===== src/rtl/layer_sequencer_if.sv =====
// -----------------------------------------------------------------------------
// layer_sequencer_if
// Datapath-side bus between the layer sequencer and the accelerator datapath
// (instruction RAM, address generator, weight ROM, neuron RAM, MAC core).
//   instr_addr / instr_data        : instruction RAM read (combinational data)
//   nk                             : latched Nk of the current pass
//   weight_base                    : weight ROM read base
//   neuro_read_base/write_base     : neuron RAM ping-pong buffer bases
//   ag_reset / ag_read             : address generator reset / load window
//   ag_finished                    : address generator pass complete
//   mac_reset                      : MAC accumulator clear
//   neuro_wre                      : neuron RAM write enable
// master = sequencer side, slave = datapath side.
// -----------------------------------------------------------------------------
interface layer_sequencer_if #(
  parameter int ADDR_W = 8
);
  logic [ADDR_W-1:0] instr_addr;
  logic [ADDR_W-1:0] instr_data;
  logic [ADDR_W-1:0] nk;
  logic [ADDR_W-1:0] weight_base;
  logic [ADDR_W-1:0] neuro_read_base;
  logic [ADDR_W-1:0] neuro_write_base;
  logic              ag_reset;
  logic              ag_read;
  logic              ag_finished;
  logic              mac_reset;
  logic              neuro_wre;

  modport master (
    output instr_addr, nk, weight_base, neuro_read_base, neuro_write_base,
    output ag_reset, ag_read, mac_reset, neuro_wre,
    input  instr_data, ag_finished
  );

  modport slave (
    input  instr_addr, nk, weight_base, neuro_read_base, neuro_write_base,
    input  ag_reset, ag_read, mac_reset, neuro_wre,
    output instr_data, ag_finished
  );
endinterface


===== src/rtl/layer_sequencer.sv =====
// -----------------------------------------------------------------------------
// layer_sequencer
// Top-level controller for the neural accelerator datapath. Walks the
// instruction RAM one pass at a time, latches each pass's Nk, opens the
// load/MAC-reset window, waits for the address generator to finish, commits
// the MAC result to neuron RAM and ping-pongs the neuron buffers.
// Ports:
//   clk        : clock, rising edge
//   reset      : synchronous active-high reset, returns to IDLE
//   start      : 1-cycle run request, sampled only in IDLE
//   num_passes : pass count, sampled with start
//   dp         : datapath bus (layer_sequencer_if.master)
//   busy       : high in every state except IDLE
//   done       : 1-cycle pulse at run completion
//   pass_idx   : current pass index
// All control outputs are registered from the next state (Moore).
// -----------------------------------------------------------------------------
module layer_sequencer #(
  parameter int ADDR_W      = 8,
  parameter int BUF_A_BASE  = 0,
  parameter int BUF_B_BASE  = 10,
  parameter int LOAD_CYCLES = 3
) (
  input  logic                clk,
  input  logic                reset,
  input  logic                start,
  input  logic [3:0]          num_passes,
  layer_sequencer_if.master   dp,
  output logic                busy,
  output logic                done,
  output logic [3:0]          pass_idx
);

  localparam int CNT_W = (LOAD_CYCLES > 1) ? $clog2(LOAD_CYCLES) : 1;
  localparam logic [CNT_W-1:0]  LOAD_LAST = CNT_W'(LOAD_CYCLES - 1);
  localparam logic [ADDR_W-1:0] BASE_A    = ADDR_W'(BUF_A_BASE);
  localparam logic [ADDR_W-1:0] BASE_B    = ADDR_W'(BUF_B_BASE);

  typedef enum logic [2:0] {
    S_IDLE, S_FETCH, S_LOAD, S_RUN, S_WRITE, S_NEXT, S_DONE
  } state_t;

  state_t            r_state, w_next;
  logic [CNT_W-1:0]  r_load_cnt;
  logic [ADDR_W-1:0] r_nk, r_weight_base, r_rd_base, r_wr_base;
  logic [3:0]        r_pass_idx, r_num_passes;
  logic              r_ag_reset, r_ag_read, r_mac_reset, r_neuro_wre, r_busy, r_done;
  logic              w_ag_reset, w_ag_read, w_mac_reset, w_neuro_wre, w_busy, w_done;
  logic              w_last_pass;

  assign w_last_pass = ((r_pass_idx + 4'd1) == r_num_passes);

  // State register plus output registers (outputs track the state entered).
  always_ff @(posedge clk) begin
    if (reset) begin
      r_state     <= S_IDLE;
      r_ag_reset  <= 1'b1;
      r_ag_read   <= 1'b0;
      r_mac_reset <= 1'b0;
      r_neuro_wre <= 1'b0;
      r_busy      <= 1'b0;
      r_done      <= 1'b0;
    end else begin
      r_state     <= w_next;
      r_ag_reset  <= w_ag_reset;
      r_ag_read   <= w_ag_read;
      r_mac_reset <= w_mac_reset;
      r_neuro_wre <= w_neuro_wre;
      r_busy      <= w_busy;
      r_done      <= w_done;
    end
  end

  // Next-state logic.
  always_comb begin
    w_next = r_state;
    case (r_state)
      S_IDLE:  if (start) w_next = (num_passes == 4'd0) ? S_DONE : S_FETCH;
      S_FETCH: w_next = (dp.instr_data == '0) ? S_NEXT : S_LOAD;
      S_LOAD:  if (r_load_cnt == '0) w_next = S_RUN;
      S_RUN:   if (dp.ag_finished) w_next = S_WRITE;
      S_WRITE: w_next = S_NEXT;
      S_NEXT:  w_next = w_last_pass ? S_DONE : S_FETCH;
      S_DONE:  w_next = S_IDLE;
      default: w_next = S_IDLE;
    endcase
  end

  // Output decode of the state being entered; registered above so each
  // output is valid exactly in the cycle its state is occupied.
  always_comb begin
    w_ag_read   = (w_next == S_LOAD);
    w_mac_reset = (w_next == S_LOAD);
    w_ag_reset  = (w_next == S_LOAD) && (r_state != S_LOAD);
    w_neuro_wre = (w_next == S_WRITE);
    w_busy      = (w_next != S_IDLE);
    w_done      = (w_next == S_DONE);
  end

  // Pass bookkeeping: Nk, weight base, ping-pong buffers, pass index.
  always_ff @(posedge clk) begin
    if (reset) begin
      r_nk          <= '0;
      r_weight_base <= '0;
      r_rd_base     <= '0;
      r_wr_base     <= BASE_B;
      r_pass_idx    <= '0;
      r_num_passes  <= '0;
      r_load_cnt    <= '0;
    end else begin
      case (r_state)
        S_IDLE: begin
          if (start) begin
            r_pass_idx    <= '0;
            r_num_passes  <= num_passes;
            r_weight_base <= '0;
            r_rd_base     <= BASE_A;
            r_wr_base     <= BASE_B;
          end
        end
        S_FETCH: begin
          r_nk       <= dp.instr_data;
          r_load_cnt <= LOAD_LAST;
        end
        S_LOAD: r_load_cnt <= r_load_cnt - CNT_W'(1);
        S_NEXT: begin
          // A skipped pass latched nk=0, so the base advance is a no-op.
          r_weight_base <= r_weight_base + r_nk;
          r_rd_base     <= r_wr_base;
          r_wr_base     <= r_rd_base;
          r_pass_idx    <= r_pass_idx + 4'd1;
        end
        default: ;
      endcase
    end
  end

  assign dp.instr_addr       = ADDR_W'(r_pass_idx);
  assign dp.nk               = r_nk;
  assign dp.weight_base      = r_weight_base;
  assign dp.neuro_read_base  = r_rd_base;
  assign dp.neuro_write_base = r_wr_base;
  assign dp.ag_reset         = r_ag_reset;
  assign dp.ag_read          = r_ag_read;
  assign dp.mac_reset        = r_mac_reset;
  assign dp.neuro_wre        = r_neuro_wre;
  assign busy                = r_busy;
  assign done                = r_done;
  assign pass_idx            = r_pass_idx;

endmodule


===== src/flat_wrapper.sv =====
// flat-port wrapper written by rule: the top's interface ports become plain ports
module layer_sequencer_flat 
#(
  parameter int ADDR_W      = 8,
  parameter int BUF_A_BASE  = 0,
  parameter int BUF_B_BASE  = 10,
  parameter int LOAD_CYCLES = 3
)
  (clk, reset, start, num_passes, busy, done, pass_idx, dp_instr_addr, dp_nk, dp_weight_base, dp_neuro_read_base, dp_neuro_write_base, dp_ag_reset, dp_ag_read, dp_mac_reset, dp_neuro_wre, dp_instr_data, dp_ag_finished);
  layer_sequencer_if #(.ADDR_W(ADDR_W)) dp_i ();
  input  logic clk;
  input  logic reset;
  input  logic start;
  input  logic [3:0] num_passes;
  output logic busy;
  output logic done;
  output logic [3:0] pass_idx;
  output wire logic [$bits(dp_i.instr_addr)-1:0] dp_instr_addr;
  output wire logic [$bits(dp_i.nk)-1:0] dp_nk;
  output wire logic [$bits(dp_i.weight_base)-1:0] dp_weight_base;
  output wire logic [$bits(dp_i.neuro_read_base)-1:0] dp_neuro_read_base;
  output wire logic [$bits(dp_i.neuro_write_base)-1:0] dp_neuro_write_base;
  output wire logic [$bits(dp_i.ag_reset)-1:0] dp_ag_reset;
  output wire logic [$bits(dp_i.ag_read)-1:0] dp_ag_read;
  output wire logic [$bits(dp_i.mac_reset)-1:0] dp_mac_reset;
  output wire logic [$bits(dp_i.neuro_wre)-1:0] dp_neuro_wre;
  input wire logic [$bits(dp_i.instr_data)-1:0] dp_instr_data;
  input wire logic [$bits(dp_i.ag_finished)-1:0] dp_ag_finished;
  assign dp_instr_addr = dp_i.instr_addr;
  assign dp_nk = dp_i.nk;
  assign dp_weight_base = dp_i.weight_base;
  assign dp_neuro_read_base = dp_i.neuro_read_base;
  assign dp_neuro_write_base = dp_i.neuro_write_base;
  assign dp_ag_reset = dp_i.ag_reset;
  assign dp_ag_read = dp_i.ag_read;
  assign dp_mac_reset = dp_i.mac_reset;
  assign dp_neuro_wre = dp_i.neuro_wre;
  assign dp_i.instr_data = dp_instr_data;
  assign dp_i.ag_finished = dp_ag_finished;
  layer_sequencer #(.ADDR_W(ADDR_W), .BUF_A_BASE(BUF_A_BASE), .BUF_B_BASE(BUF_B_BASE), .LOAD_CYCLES(LOAD_CYCLES)) u_core (.clk(clk), .reset(reset), .start(start), .num_passes(num_passes), .dp(dp_i), .busy(busy), .done(done), .pass_idx(pass_idx));
endmodule

===== config.mk =====
export PLATFORM = sky130hd
export DESIGN_NAME = layer_sequencer_flat
export DESIGN_NICKNAME = d
export VERILOG_FILES = /design/src/rtl/layer_sequencer_if.sv /design/src/rtl/layer_sequencer.sv /design/src/flat_wrapper.sv
export SDC_FILE = /design/constraint.sdc
export NUM_CORES = 1
export LEC_CHECK = 0
export CAP_MARGIN = 20
export CORE_MARGIN = 5
export CORE_UTILIZATION = 51
export DETAILED_ROUTE_END_ITERATION = 16
export PLACE_DENSITY = 0.94
export SKIP_LAST_GASP = 1
export SYNTH_ARGS = -nofsm -noshare
export SYNTH_HDL_FRONTEND = slang
export SYNTH_SLANG_ARGS = --single-unit
export TNS_END_PERCENT = 30

===== constraint.sdc =====
create_clock -name clk -period 4.7 [get_ports clk]
set_input_delay 0.94 -clock clk [delete_from_list [all_inputs] [get_ports clk]]
set_output_delay 0.94 -clock clk [all_outputs]
set_load 0.03 [all_outputs]

==> flow_summary_export.csv, run 1 <==
group,metric,value,unit
sta,skew,0.00779,ns
power,p_switching,0.000291,W
power,combPwrFrac,22.5,%
setup_path,max_stage_delay,0.74,ns
power,p_int,0.000635,W
final_layout,finalNonFillerCells,378,
global_routing,grt_pass1_wl,9.66,mm
sta,setup_viol,0,
logic_synthesis,synth_edf_count,0,
setup_path,cp-start-kind,"flop",
placed_design,io_buffers,61,
sta,tns,0,ns
setup_path,crit_type,"reg -> reg",
sta,timing.fmax,0.377,GHz
power,peakVddDrop,0.236,mV
power,clkPwrFrac,27.1,%
logic_synthesis,synth_area_per_cell,8.65,um^2
die,die_width,77.8,um
final_layout,area_growth,30.5,%
detailed_routing,drt-pass1-iter-count,4,
setup_path,cp_max_fo,13,
die,io_pins,66,
sta,worst-slew-pin-transition,0.850,ns
hold_path,hold_depth,2,
cts,root_buffer,"clkbuf_8",
logic_synthesis,ys.flop_type,"dfxtp_1",
logic_synthesis,synthCells,271,
sta,rsz0062_at_grt,"no",
setup_path,crit_cells,7,
logic_synthesis,synth.distinct_cells,47,
final_layout,nets,351,
detailed_routing,drt_iter0_drc,124,
final_layout,antenna_cells,0,
sta,fin_ws,2.05,ns
logic_synthesis,ys_seq_elements,50,
cts,post_cts_buffers,0,
logic_synthesis,yosysTopAreaCell,"dfxtp_1",
setup_path,cp-end-kind,"flop",
final_layout,fin_util,69.3,%
cts,cts-hold-fix-buffers,0,
sta,slew_headroom,43.0,%
placed_design,hpwl,4.16,mm
logic_synthesis,synthArstFlopShare,0,%
placed_design,gp_congestion,0.809,
detailed_routing,ant_nets,0,
logic_synthesis,ys_warn_count,0,
sta,min_period,2.65,ns
cts,clk_path_buf_depth,2,
logic_synthesis,syn_area,0.00234,mm^2
detailed_routing,wire_per_inst,15.4,um
logic_synthesis,yosysMostFrequentCell,"dfxtp_1",
cts,cts_resized,0,
setup_path,cp_cell_sequence,"inv_1 -> nor3_2 -> buf_4 -> a2bb2o_1 -> or2_2 -> nand2_2 -> nor3_1",
placed_design,place_inst,369,
global_routing,antenna_found_initial,0,
logic_synthesis,synth.area.top_cells,"dfxtp_1 43%, nor2_1 7.8%, a22oi_1 6.1%",
detailed_routing,vias,2135,
sta,post-route-period-util,56.4,%
global_routing,overflow,0,
setup_path,reg2reg_depth,7,
setup_path,slowest_stage,"nor3_2",
logic_synthesis,ys_seq_area_share,42.7,%
global_routing,grt_pass1_vias,2126,
setup_path,cp.arrival,2.88,ns
cts,numClockSinks,50,
logic_synthesis,ys_top_cells_by_count,"50 x dfxtp_1, 49 x nor2_1, 23 x nand2_1, 19 x a22oi_1, 18 x a21oi_1",
die,core,0.00441,mm^2
cts,clk_latency,0.31,ns
power,swShare,31.4,%
setup_path,critPathRequiredTime,4.93,ns
die,die_area,0.00605,mm^2
run,cap_violations,0,
placed_design,dpl_worst_slack,1.73,ns
power,leakage,1.17,nW
cts,cts_tree,"yes",
final_layout,drive_above_1_share,8.28,%
die,fp.dieH,77.8,um
detailed_routing,routed_wl,5.82,mm
sta,slew_viol_final,0,
hold_path,min_path_type,"reg -> reg",
outcome,status,"completed",
power,p_per_area,303,mW/mm^2
die,fp-row-count,24,
setup_path,crit_buf_inv,2,
die,initial_core_util,53.1,%
global_routing,grt_max_degree,34,
cts,htree_levels,2,
detailed_routing,drc,0,
logic_synthesis,synth_top_area_share,42.7,%
sta,finalHoldViolations,0,
cts,cts.clk_slew.worst_paths,0.09,ns
global_routing,grt_usage,19.3,%
power,seqPwrFrac,50.5,%
cts,cts_buffers,5,
detailed_routing,viasPerCell,5.65,
power,p_total,0.000926,W
setup_path,path_delay_family,"simple AND/OR/NAND/NOR gates",
-- kinds of logic (layout without fill, tap and decap cells) --
family	after synthesis	count (layout)	share of synthesized area, %
compound gates	60	60	17.3
flops	50	50	42.7
simple gates	99	99	20.1
xor+xnor	11	11	4.11
buf+inv	33	85	6.94
mux	7	7	2.99
fa+ha+maj	10	10	5.66
other cells	1	4	0.160
-- per-layer routing --
layer  vias to the layer above  GRT usage [%]  wire length (um)
met4                         0           4.98                72
met3                        10           6.48               504
met5                         -              0                 0
li1                       1037              -                 -
met1                      1009           23.1              2400
met2                        79           32.9              2850
-- per-stage QoR --
stage / hold WS, ns / cell area (um^2)
floorplan: 0.448 / 2350
global placement: 0.461 / 2940
detailed placement: 0.472 / 2940
CTS: 0.487 / 3030
global route: 0.506 / 3060
finish: 0.483 / 3060
-- state kept, by name, summed over array words and instances, names as in the netlist --
name	count
u_core.pass_idx	4
u_core.r_num_passes	4
u_core.r_load_cnt	2
u_core.dp.neuro_write_base	8
u_core.done	1
u_core.dp.nk	8
u_core.r_state	3
u_core.dp.ag_read	1
u_core.dp.weight_base	8
u_core.dp.ag_reset	1
u_core.busy	1
u_core.dp.neuro_wre	1
u_core.dp.neuro_read_base	8
-- power groups by stage --
stage | clock, W | combinational [W] | sequential [W]
5_1_grt | 0.000275 | 0.000226 | 0.000471
6_report | 0.000251 | 0.000208 | 0.000467
4_1_cts | 0.000257 | 0.000205 | 0.000467
2_1_floorplan | 0 | 0.000124 | 0.000491
3_3_place_gp | 0 | 0.000197 | 0.000475
3_5_place_dp | 0 | 0.000203 | 0.000476
-- final timing paths --
check	start	end	slack [ns]
worst min register to register	u_core.r_num_passes[3]$_SDFFE_PP0P_	u_core.r_num_passes[3]$_SDFFE_PP0P_	0.48
worst min-delay path	u_core.r_num_passes[3]$_SDFFE_PP0P_	u_core.r_num_passes[3]$_SDFFE_PP0P_	0.48
worst max-delay path	u_core.r_state[2]$_SDFF_PP0_	u_core.done$_SDFF_PP0_	2.05
worst max register to register	u_core.r_state[2]$_SDFF_PP0_	u_core.done$_SDFF_PP0_	2.05
-- worst register-to-register path, delay by kind of cell, from the launching register on --
family / cells / cell delay (ns)
and+or+nand+nor: 4 / 1.16
DFF: 1 / 0.67
buffers and inverters: 2 / 0.52
AOI/OAI and AO/OA: 1 / 0.23
-- area by class of cell --
type	instances	area, um^2
fillers	372	1360
multi-input cells	191	1200
flip-flops and latches	50	1000
repair buffers	66	666
clock buffers	5	68.8
well taps	52	65.1
inverters	11	41.3
clock inverters	3	21.3
-- placed cells by master, fill, tap and decap left out, drive strengths merged, types with 2 or more instances in the layout --
master / count
or4: 3
nor2: 49
nand2b: 2
dfxtp: 50
buf: 4
xnor2: 8
nand2: 24
xor2: 3
nand3b: 2
clkdlybuf4s50: 61
mux2i: 7
nor2b: 3
o22ai: 2
o31ai: 2
clkinv: 2
inv: 11
a22oi: 19
ha: 9
nand3: 3
clkbuf: 6
o21ai: 10
a21oi: 18
nor3: 8
nor4: 2
conb: 4
(Power assumes the default switching activity.)
==> run 2: changes to the inputs <==
--- a/config.mk
+++ b/config.mk
@@ -7,9 +7,9 @@
 export LEC_CHECK = 0
 export CAP_MARGIN = 20
 export CORE_MARGIN = 5
-export CORE_UTILIZATION = 51
+export CORE_UTILIZATION = 47
 export DETAILED_ROUTE_END_ITERATION = 16
-export PLACE_DENSITY = 0.94
+export PLACE_DENSITY = 0.88
 export SKIP_LAST_GASP = 1
 export SYNTH_ARGS = -nofsm -noshare
 export SYNTH_HDL_FRONTEND = slang
==> constraint.sdc (replaced) <==
create_clock -name clk -period 2.7 [get_ports clk]
set_input_delay 0.54 -clock clk [delete_from_list [all_inputs] [get_ports clk]]
set_output_delay 0.54 -clock clk [all_outputs]
set_load 0.03 [all_outputs]
==> run 2 against run 1 <==
Clock power up 87%. Critical path type is now in -> reg. Hold slack lost 0.0054 ns. Setup slack lost 1.5 ns. Largest cell class unchanged. Register-to-register slack got worse by 1.4 ns.
==> flow_summary_export.csv, run 2 (synthesis gave the netlist of run 1 again) <==
group,metric,value,unit
outcome,status,"completed",
power,p_total,0.00164,W
cts,cts_tree,"yes",
setup_path,slowest_stage,"or4_4",
detailed_routing,viasPerCell,5.33,
detailed_routing,drt-pass1-iter-count,4,
setup_path,cp_cell_sequence,"clkdlybuf4s50_1 -> or4_4 -> nand2_1 -> nand2_1 -> a222oi_1 -> o21ai_2 -> nor3_2 -> o21ai_0",
detailed_routing,routed_wl,5.67,mm
die,io_pins,66,
final_layout,final_common_cell,"clkdlybuf4s50_1",
detailed_routing,vias,2094,
setup_path,r2r_setup_slack,0.62,ns
sta,rsz0062_at_grt,"no",
die,fp.dieH,80.6,um
sta,hold-worst-slack,0.478,ns
cts,root_buffer,"clkbuf_8",
setup_path,cp.arrival,2.39,ns
cts,cts.clk_slew.worst_paths,0.10,ns
cts,htree_levels,2,
power,peakVddDrop,0.379,mV
cts,clk_path_buf_depth,2,
cts,cts_buffers,5,
setup_path,cp-end-kind,"flop",
sta,post-route-period-util,81.2,%
cts,cts-hold-fix-buffers,0,
placed_design,hpwl,4.05,mm
final_layout,area_growth,31.4,%
placed_design,io_buffers,61,
die,die_area,0.00650,mm^2
final_layout,nFillCells,393,
global_routing,grt_pass1_vias,2092,
sta,tns,0,ns
sta,slew_viol_final,0,
detailed_routing,ant_nets,0,
run,cap_violations,0,
final_layout,antenna_cells,0,
setup_path,crit_type,"in -> reg",
sta,setup_viol,0,
power,leakage,1.18,nW
global_routing,grt_usage,18.7,%
global_routing,overflow,0,
setup_path,cp-start-kind,"input pin",
die,die_width,80.6,um
power,p_per_area,534,mW/mm^2
detailed_routing,wire_per_inst,14.4,um
cts,clk_latency,0.31,ns
hold_path,min_path_type,"reg -> reg",
global_routing,antenna_found_initial,0,
setup_path,max_stage_delay,0.54,ns
die,core,0.00479,mm^2
setup_path,crit_buf_inv,1,
sta,timing.fmax,0.456,GHz
setup_path,cp_max_fo,4,
final_layout,drive_above_1_share,8.28,%
detailed_routing,drt_iter0_drc,168,
die,fp-row-count,25,
sta,finalHoldViolations,0,
global_routing,grt_pass1_wl,9.63,mm
cts,cts_resized,0,
setup_path,path_delay_family,"simple AND/OR/NAND/NOR gates",
placed_design,gp_congestion,0.864,
sta,skew,0.00349,ns
cts,post_cts_buffers,0,
setup_path,cp_common_cell,"nand2_1",
sta,min_period,2.19,ns
final_layout,layout_common_cells,"61 x clkdlybuf4s50_1, 50 x dfxtp_1, 49 x nor2_1, 23 x nand2_1, 19 x a22oi_1",
setup_path,critPathRequiredTime,2.90,ns
detailed_routing,drc,0,
die,initial_core_util,49.0,%
final_layout,nets,351,
global_routing,grt_max_degree,50,
cts,numClockSinks,50,
## run 2: changes by cell type in the layout (fill, tap and decap cells not counted), sizes merged
cell,delta
clkbuf,-1
inv,+2
clkinvlp,-1
clkinv,-1
buf,+1
## run 2: layout make-up
class	instances	area, um^2	area share, %
well taps	67	83.8	2.72
inverters	11	41.3	1.34
repair buffers	66	661	21.4
clock buffers	5	68.8	2.23
multi-input cells	191	1200	38.8
flip-flops and latches	50	1000	32.5
clock inverters	3	28.8	0.934
## run 2: report_power, final
| group | internal [W] | switching, W |
|---|---|---|
| clock | 0.000194 | 0.000276 |
| combinational | 0.000151 | 0.000212 |
| sequential | 0.000774 | 0.0000375 |
## run 2: layer usage
metal	part of all wire, %	track usage, %	wire length [um]
met5	0	0	0
met4	1.2	5.57	68
met3	9.2	7.40	521
met2	46	30.2	2590
met1	44	22.8	2500
## run 2: worst reg2reg max path: cells and delay by family, from the launching register on
family          cells  cell delay, ns
flops               1            0.48
compound gates      1            0.26
simple gates        4            0.80
fa+ha+maj           1            0.31
xor+xnor            1            0.16
## run 2: per-stage QoR
stage | cell area (um^2) | utilization [%] | setup WS [ns] | cells
2_1_floorplan | 2350 | - | 0.586 | 274
3_3_place_gp | 2980 | 62.3 | 0.241 | 385
3_5_place_dp | 2980 | 62.3 | 0.192 | 385
4_1_cts | 3080 | 64.4 | 0.522 | 393
5_1_grt | 3080 | 64.4 | 0.405 | 393
6_report | 3080 | 64.4 | 0.506 | 393
## run 2: final timing paths
kind              depth (start not counted)                                     to                             startpoint
hold / removal                            2  u_core.dp.weight_base[7]$_SDFFE_PP0P_  u_core.dp.weight_base[7]$_SDFFE_PP0P_
hold reg to reg                           2  u_core.dp.weight_base[7]$_SDFFE_PP0P_  u_core.dp.weight_base[7]$_SDFFE_PP0P_
setup reg to reg                          7                 u_core.done$_SDFF_PP0_        u_core.pass_idx[0]$_SDFFE_PP0P_
setup / recovery                          8                 u_core.busy$_SDFF_PP0_                          num_passes[0]
==> RTL edit, RTL diff (flow settings as in run 2) <==
Remove the register `r_done`: a continuous assignment takes its place, so the output `done` follows one clock earlier.
--- a/src/rtl/layer_sequencer.sv
+++ b/src/rtl/layer_sequencer.sv
@@ -61,3 +61,2 @@
       r_busy      <= 1'b0;
-      r_done      <= 1'b0;
     end else begin
@@ -69,5 +68,6 @@
       r_busy      <= w_busy;
-      r_done      <= w_done;
     end
   end
+
+  assign r_done = w_done;
 
Formal check against the unedited RTL: not equivalent (a bounded check fails within 4 cycles, from zero or initial values and one cycle with reset high).
==> RTL edit against run 2 <==
Count of clock-buffer cells in the layout increased by 2; register-to-register slack improved by 0.11 ns; sequential cell count decreased by 1; design area decreased by 0.61%; total power decreased by 4.4%; wire length increased by 0.53%; setup slack got worse by 0.38 ns; synthesized cell count increased by 1.8%; largest cell class unchanged; combinational power decreased by 4%; highest routed layer unchanged; synthesized area increased by 0.16%.
==> RTL edit: results <==
# TYPE chip_impl_metric gauge
chip_impl_metric{name="globalplace.congestion",unit=""} 0.8265
chip_impl_info{name="synth.cells.most_frequent",value="dfxtp_1, nor2_1, a22oi_1"} 1
chip_impl_metric{name="post_drt_via_cell_ratio",unit=""} 5.439
chip_impl_metric{name="syn_avg_cell_area",unit="um^2"} 8.505
chip_impl_metric{name="cp.arrival",unit="ns"} 2.04
chip_impl_info{name="status",value="completed"} 1
chip_impl_metric{name="netlist-cell-type-count",unit=""} 46
chip_impl_metric{name="drt_iter0_drc",unit=""} 121
chip_impl_metric{name="number_of_global_route_vias_before_repair",unit=""} 2075
chip_impl_metric{name="vdd_ir_drop_max",unit="mV"} 0.3344
chip_impl_metric{name="dp.cells",unit=""} 389
chip_impl_metric{name="place.detailed.hpwl",unit="um"} 4248
chip_impl_metric{name="clkLatencyLatePin",unit="ns"} 0.29
chip_impl_metric{name="route.detailed.wl_per_inst",unit="um"} 14.40
chip_impl_info{name="critical_path.slowest_cell",value="or4_1"} 1
chip_impl_metric{name="post_route_cells_drive_above_1_share",unit="%"} 6.687
chip_impl_metric{name="worstPathMaxFanout",unit=""} 3
chip_impl_metric{name="yosysSeqAreaShare",unit="%"} 41.79
chip_impl_metric{name="wire_length_of_the_first_global_routing_pass",unit="um"} 9687
chip_impl_metric{name="grt_max_degree",unit=""} 29
chip_impl_metric{name="groute.usage.overall",unit="%"} 19.00
chip_impl_metric{name="p_leak",unit="nW"} 1.145
chip_impl_metric{name="detailed_route_wire_length",unit="um"} 5702
chip_impl_metric{name="count_of_fill_cells_added_during_filler_insertion",unit=""} 405
chip_impl_metric{name="clock_pin_transition_on_the_worst_setup_and_hold_timing_paths",unit="ns"} 0.08
chip_impl_metric{name="placed_area",unit="um^2"} 2969
chip_impl_metric{name="worst_clock_skew",unit="ns"} 0.003915
chip_impl_metric{name="fin_nets",unit=""} 355
==> RTL edit: cells by family after synthesis <==
| group | Yosys count | share of synthesized area (%) |
|---|---|---|
| AND/OR/NAND/NOR | 99 | 20.36 |
| AO/OA/AOI/OAI | 63 | 17.32 |
| flip-flops | 49 | 41.79 |
| buffers and inverters | 36 | 7.462 |
| adder cells (fa/ha/maj) | 10 | 5.650 |
| XOR/XNOR | 9 | 3.358 |
| multiplexers | 9 | 3.891 |
| other | 1 | 0.1598 |
==> RTL edit: per-layer routing <==
metal  track usage (%)  vias up  part of all wire [%]
li1                  -     1053                     -
met1             22.89     1033                    43
met2             34.02       60                    51
met3             4.260        8                   5.1
met4             4.561        0                  0.86
met5                 0        -                     0
==> RTL edit: cell type report <==
type | count | area, um^2 | share of cell area [%]
inverters | 11 | 41.29 | 1.349
well taps | 67 | 83.83 | 2.738
flip-flops and latches | 49 | 980.9 | 32.04
multi-input cells | 194 | 1209 | 39.48
repair buffers | 68 | 660.6 | 21.58
clock buffers | 7 | 86.33 | 2.820
==> RTL edit: through the flow <==
step,utilization (%),total power [W]
floorplan,-,0.001045
global placement,62.04,0.001148
detailed placement,62.04,0.001162
CTS,63.84,0.001582
global route,63.97,0.001654
finish,63.97,0.001573
==> RTL edit: where the power goes <==
part	internal, W	switching [W]
Combinational	0.000148	0.000202
Sequential	0.000758	0.0000389
Clock	0.000204	0.000223
Total	0.00111	0.000464
==> RTL edit: worst reg2reg max path, stage by stage (launching register included) <==
cell and delay, ns:
dfxtp_1 0.50, inv_2 0.13, nor2_1 0.23, and2_1 0.23, buf_4 0.21, nor2_2 0.04, buf_4 0.22, o21ai_0 0.21
a21oi_1 0.08
==> RTL edit: path summary, 6_finish.rpt <==
check / start / end / slack [ns] / cells after the start
min reg2reg: u_core.r_num_passes[3]$_SDFFE_PP0P_ / u_core.r_num_passes[3]$_SDFFE_PP0P_ / 0.47 / 2
min: u_core.r_num_passes[3]$_SDFFE_PP0P_ / u_core.r_num_passes[3]$_SDFFE_PP0P_ / 0.47 / 2
max: num_passes[1] / done / 0.12 / 6
max reg2reg: u_core.r_state[0]$_SDFF_PP0_ / u_core.pass_idx[2]$_SDFFE_PP0P_ / 0.73 / 8
